==> src/rtl/dcache_port_arbiter.sv <==
// Arbitrates the single data-cache port between refill, store-drain and load
// requesters, and tracks accepted accesses through the 2-cycle cache pipeline.
module dcache_port_arbiter #(
    parameter int TAG_W      = 7,
    parameter int STARVE_MAX = 8
) (
    input  logic             clk,
    input  logic             rst,
    input  logic             flush,
    input  logic             rf_req,
    input  logic [31:0]      rf_addr,
    output logic             rf_gnt,
    input  logic             wr_req,
    input  logic [31:0]      wr_addr,
    input  logic [31:0]      wr_data,
    input  logic [3:0]       wr_strb,
    input  logic             wr_urgent,
    output logic             wr_gnt,
    input  logic             rd_req,
    input  logic [31:0]      rd_addr,
    input  logic [1:0]       rd_size,
    input  logic [TAG_W-1:0] rd_tag,
    output logic             rd_gnt,
    output logic             dc_valid,
    output logic [1:0]       dc_op,
    output logic [31:0]      dc_addr,
    output logic [31:0]      dc_wdata,
    output logic [3:0]       dc_strb,
    output logic [1:0]       dc_size,
    input  logic             dc_ready,
    input  logic             dc_hit,
    input  logic [31:0]      dc_rdata,
    output logic             rsp_valid,
    output logic [1:0]       rsp_op,
    output logic [TAG_W-1:0] rsp_tag,
    output logic [31:0]      rsp_addr,
    output logic             rsp_hit,
    output logic [31:0]      rsp_data
);

    localparam logic [1:0] OP_NONE = 2'b00;
    localparam logic [1:0] OP_RD   = 2'b01;
    localparam logic [1:0] OP_WR   = 2'b10;
    localparam logic [1:0] OP_RF   = 2'b11;
    localparam int         CW      = $clog2(STARVE_MAX + 1);

    typedef struct packed {
        logic             valid;
        logic [1:0]       op;
        logic [31:0]      addr;
        logic [TAG_W-1:0] tag;
    } stage_t;

    stage_t           s1;
    stage_t           s2;
    logic             s2_kill;
    logic             flush_d;
    logic [CW-1:0]    starve;
    logic             line_busy;
    logic             rd_elig;
    logic             wr_force;
    logic             sel_rf;
    logic             sel_wr;
    logic             sel_rd;
    logic             accept;
    logic [TAG_W-1:0] dc_tag;
    logic             unused_rf_offset;

    assign unused_rf_offset = ^rf_addr[3:0];

    // A load may not hit a line whose refill is still in the cache pipeline.
    assign line_busy =
        (s1.valid & (s1.op == OP_RF) & (s1.addr[31:4] == rd_addr[31:4])) |
        (s2.valid & (s2.op == OP_RF) & (s2.addr[31:4] == rd_addr[31:4]));

    assign rd_elig  = rd_req & ~flush & ~flush_d & ~line_busy;
    assign wr_force = wr_req & (wr_urgent | (starve == CW'(STARVE_MAX)));

    assign sel_rf = ~rst & rf_req;
    assign sel_wr = ~rst & ~rf_req & (wr_force | (wr_req & ~rd_elig));
    assign sel_rd = ~rst & ~rf_req & ~wr_force & rd_elig;

    always_comb begin
        dc_valid = 1'b0;
        dc_op    = OP_NONE;
        dc_addr  = '0;
        dc_wdata = '0;
        dc_strb  = '0;
        dc_size  = '0;
        dc_tag   = '0;
        unique case (1'b1)
            sel_rf: begin
                dc_valid = 1'b1;
                dc_op    = OP_RF;
                dc_addr  = {rf_addr[31:4], 4'h0};
            end
            sel_wr: begin
                dc_valid = 1'b1;
                dc_op    = OP_WR;
                dc_addr  = wr_addr;
                dc_wdata = wr_data;
                dc_strb  = wr_strb;
            end
            sel_rd: begin
                dc_valid = 1'b1;
                dc_op    = OP_RD;
                dc_addr  = rd_addr;
                dc_size  = rd_size;
                dc_tag   = rd_tag;
            end
            default: ;
        endcase
    end

    assign accept = dc_valid & dc_ready;
    assign rf_gnt = sel_rf & accept;
    assign wr_gnt = sel_wr & accept;
    assign rd_gnt = sel_rd & accept;

    always_ff @(posedge clk) begin
        if (rst) begin
            s1      <= '0;
            s2      <= '0;
            s2_kill <= 1'b0;
            flush_d <= 1'b0;
            starve  <= '0;
        end else begin
            s1      <= '{valid: accept, op: dc_op, addr: dc_addr, tag: dc_tag};
            s2      <= s1;
            s2_kill <= flush & (s1.op == OP_RD);
            flush_d <= flush;
            if (wr_gnt) begin
                starve <= '0;
            end else if (wr_req && (starve != CW'(STARVE_MAX))) begin
                starve <= starve + CW'(1);
            end
        end
    end

    // A flush coinciding with the response cycle also suppresses a load.
    assign rsp_valid = ~rst & s2.valid & ~s2_kill &
                       ~(flush & (s2.op == OP_RD));
    assign rsp_op    = s2.op;
    assign rsp_tag   = s2.tag;
    assign rsp_addr  = s2.addr;
    assign rsp_hit   = dc_hit;
    assign rsp_data  = dc_rdata;

endmodule

==> config.mk <==
export PLATFORM = sky130hd
export DESIGN_NAME = dcache_port_arbiter
export DESIGN_NICKNAME = d
export VERILOG_FILES = /design/src/rtl/dcache_port_arbiter.sv
export SDC_FILE = /design/constraint.sdc
export NUM_CORES = 1
export LEC_CHECK = 0
export ABC_AREA = 1
export CORE_AREA = 2 2 129 131
export CTS_CLUSTER_SIZE = 28
export DETAILED_ROUTE_END_ITERATION = 10
export DIE_AREA = 0 0 131 133
export PLACE_DENSITY = 0.84
export SYNTH_ARGS = -nofsm -noshare
export SYNTH_HDL_FRONTEND = slang
export SYNTH_SLANG_ARGS = --single-unit
==> constraint.sdc <==
create_clock -name clk -period 3.3 [get_ports clk]
set_clock_uncertainty 0.05 [all_clocks]
set_input_delay 0.495 -clock clk [delete_from_list [all_inputs] [get_ports clk]]
set_output_delay 0.495 -clock clk [all_outputs]
set_load 0.01 [all_outputs]
==> impl_summary.txt <==
----------------------------------------------------
[STA]
  Final min period ... 3.26 ns
  Setup repair after global routing missed its margin ... true
  Fmax ... 307 MHz
  Min Hold Slack ... 0.354 ns
  Endpoints failing setup ... 0
  Final number of hold-violating endpoints ... 0
  Share of the cycle needed by the critical path after routing ... 98.7%
  Remaining max-slew budget at the tightest pin ... 60.1%
  Count of pins over their slew limit ... 0
  Worst Tran Pin Value ... 0.598 ns

[Global route]
  Initial antenna violation count ... 1
  Pin count of the biggest net entering global routing ... 50
  Vias in the first global route ... 5027
  Global-route usage over all layers ... 19.1%
  Total congestion overflow after global routing ... 0
  Global-route wire length before repair ... 25.2 mm

[Synth]
  Top FF cell, synth ... dfxtp_1
  Ys async rst share ... 0%
  Number of flops mapped to enable cells by yosys ... 0
  Synth cell types ... 27
  Post-synthesis sequential area ratio ... 34.9%
  Ranking of synthesized cells by area ... dfxtp_1 35%, nand2_1 14%, buf_4 11%, inv_1 10%, nor2_1 9.3%
  Cell with the most instances after synthesis ... nand2_1
  Proportion of netlist area held by the largest area contributor ... 34.9%
  Yosys warnings ... 0
  Top cell types by occurrence after synthesis ... 196 x nand2_1, 140 x inv_1, 128 x nor2_1
  Register bit count reported by yosys ... 90
  Number of nets produced by synthesis ... 979
  Largest area contributor in the synthesized netlist ... dfxtp_1
  Mean post-synth cell area ... 6.50 µm²
  Mapped Cells ... 795
  Post-synthesis instance area ... 0.00517 mm²

[Clocking]
  Htree depth ... 3
  Clk Tree Root Cell ... clkbuf_16
  Maximum count of clock buffers along a single path ... 2
  Reg clk slew, reported paths ... 0.07 ns
  TritonCTS buffer count ... 9
  Clock latency reported for the late side of the worst-skew pair ... 0.35 ns
  Sink Count ... 90
  CTS tree ... done

[Place]
  Port-buffer cells ... 262
  Dpl cell area ... 0.00770 mm²
  Gp weighted congestion ... 0.856
  Hpwl dp ... 13.9 mm

[Critical path]
  Buffers and inverters on the worst path ... 3
  Maximum fanout along the worst path ... 11
  Kind of start point of the critical path ... input port
  CP Class ... in2out
  Largest stage delay, worst path ... 0.55 ns
  Worst path slowest cell ... clkdlybuf4s50_1
  Instance count on the critical path ... 12
  Kind of end point of the critical path ... primary output
  Crit path arrival time ... 2.71 ns
  Crit path cell chain ... clkdlybuf4s50_1 > xor2_1 > nor2_1 > nand2_1 > nor2_1 > nand2_2 > nand3_2 > nor2_4 > buf_6 > nand2_1 > nand3_1 > clkdlybuf4s50_1
  Worst reg-to-reg path cell count ... 13
  WP data required ... 2.75 ns
  Delay-heaviest family, CP ... buffers and inverters

[Floorplanning]
  Area of the placeable core ... 0.0162 mm²
  Die Width ... 131 µm
  Die Y-Extent ... 133 µm
  Starting density of the core ... 32.0%
  Area of the die ... 0.0174 mm²
  Number of rows in the core area ... 47
  Number of top-level design ports ... 333

[Drt]
  Wire length per cell ... 14.1 µm
  Antenna-violating nets left ... 0
  Iteration count of the initial detailed-routing pass ... 5
  Wirelength, routed ... 17.5 mm
  Total number of vias ... 5350
  Violation count after the first detailed-route iteration ... 181
  Via/cell ratio ... 4.30
  Number of remaining DRC errors ... 0

[Cells and area]
  Nets@finish ... 1201
  Layout cell share with drive strength beyond 1 ... 9.49%
  Area overhead of the layout relative to synthesis ... 56.7%
  Non-Filler Cell Area, Final ... 0.00810 mm²

[Power and ir drop]
  PwrDens ... 359 mW/mm²
  Standby leakage power ... 4.35 nW
  Max VDD drop ... 0.296 mV

[Outcome]
  Run status ... complete, no violations

[Worst hold path]
  Type of the worst min-delay path ... reg2reg
  WHS Path Cells ... 2

[Run]
  Maximum Capacitance Violations ... 0

----------------------------------------------------
==> layer usage <==
metal  GRT usage [%]  part of all wire [%]  routed length (µm)
met1            19.0                    37                6440
met2            35.3                    52                9100
met3            5.34                   7.5                1310
met4            10.0                   3.8                 661
met5               0                     0                   0
==> logic make-up after synthesis <==
family | count (synthesis) | synth area share, %
buffers and inverters | 242 | 23.9
AO/OA/AOI/OAI | 6 | 0.726
AND/OR/NAND/NOR | 426 | 35.1
flip-flops | 90 | 34.9
adder cells (fa/ha/maj) | 2 | 0.484
XOR/XNOR | 29 | 4.92
==> power by group <==
part	leakage [nW]	switching, mW	internal, mW
Combinational	3.46	0.273	0.335
Clock	0.161	0.460	0.672
Sequential	0.738	0.0298	1.14
==> cells in the final DEF, fill, tap and decap left out, types with 2 or more instances in the layout <==
cell type | synthesis | routed
nor2_2 | 2 | 6
nor2_4 | 1 | 3
nand2_1 | 196 | 196
nor2_1 | 128 | 122
o21ai_0 | 3 | 3
nand3_2 | 12 | 12
inv_1 | 140 | 139
clkdlybuf4s50_1 | 0 | 176
xnor2_1 | 20 | 20
inv_6 | 0 | 3
buf_4 | 75 | 36
clkbuf_16 | 0 | 9
inv_2 | 7 | 8
dlygate4sd2_1 | 0 | 56
dlymetal6s2s_1 | 0 | 24
clkbuf_2 | 0 | 3
buf_12 | 1 | 3
dfxtp_1 | 90 | 90
xor2_1 | 9 | 9
buf_6 | 3 | 5
ha_1 | 2 | 2
nand3_1 | 81 | 81
clkdlybuf4s15_1 | 0 | 2
bufinv_16 | 0 | 2
==> per-stage QoR <==
step                      util (%)  TNS (ns)  worst slack (ns)  power, mW  std cells
final                         50.1         0            0.0434       2.91       1243
after global routing          50.1    -0.644            -0.106       3.04       1243
after CTS                     49.4     -1.58            -0.111       2.95       1238
after detailed placement      47.6    -12.29            -0.283       1.82       1220
after global placement        47.6    -11.55            -0.259       1.81       1220
after floorplan                  -         0              1.15       1.49        795
==> cell type report <==
cell class | count | area (µm²)
Fill cell | 1576 | 8080
Tap cell | 220 | 275
Multi-Input combinational cell | 463 | 2160
Timing Repair Buffer | 306 | 2980
Sequential cell | 90 | 1800
Clock buffer | 9 | 225
Antenna cell | 1 | 2.50
Clock inverter | 7 | 100
Inverter | 147 | 552
==> tightest hold or removal path, cell delays in order, from the launching register on <==
cell and delay (ns):
dfxtp_1 0.30, inv_1 0.04, nor2_1 0.03
==> registers in the layout (all words and copies together), names as in the netlist <==
register / cells
s2: 1
rsp_op: 2
rsp_tag: 7
flush_d: 1
s2_kill: 1
starve: 4
s1: 42
rsp_addr: 32
==> final timing paths <==
path / start / endpoint / slack (ns)
max: rd_addr[30] / dc_addr[15] / 0.04
min: s1[2] / rsp_tag[2] / 0.35
max reg2reg: rsp_addr[29] / s1[0] / 1.37
min reg2reg: s1[2] / rsp_tag[2] / 0.35
==> what timing repair did <==
| item | 4_1_cts | 5_1_grt |
|---|---|---|
| setup buffers | 2 | 4 |
| endpoints found under the setup margin | 75 | 63 |
| gates resized for setup | 68 | 40 |
| hold buffers | 0 | 0 |
| pin swaps | 1 | 6 |
No activity file was read; power rests on OpenSTA's default activity.
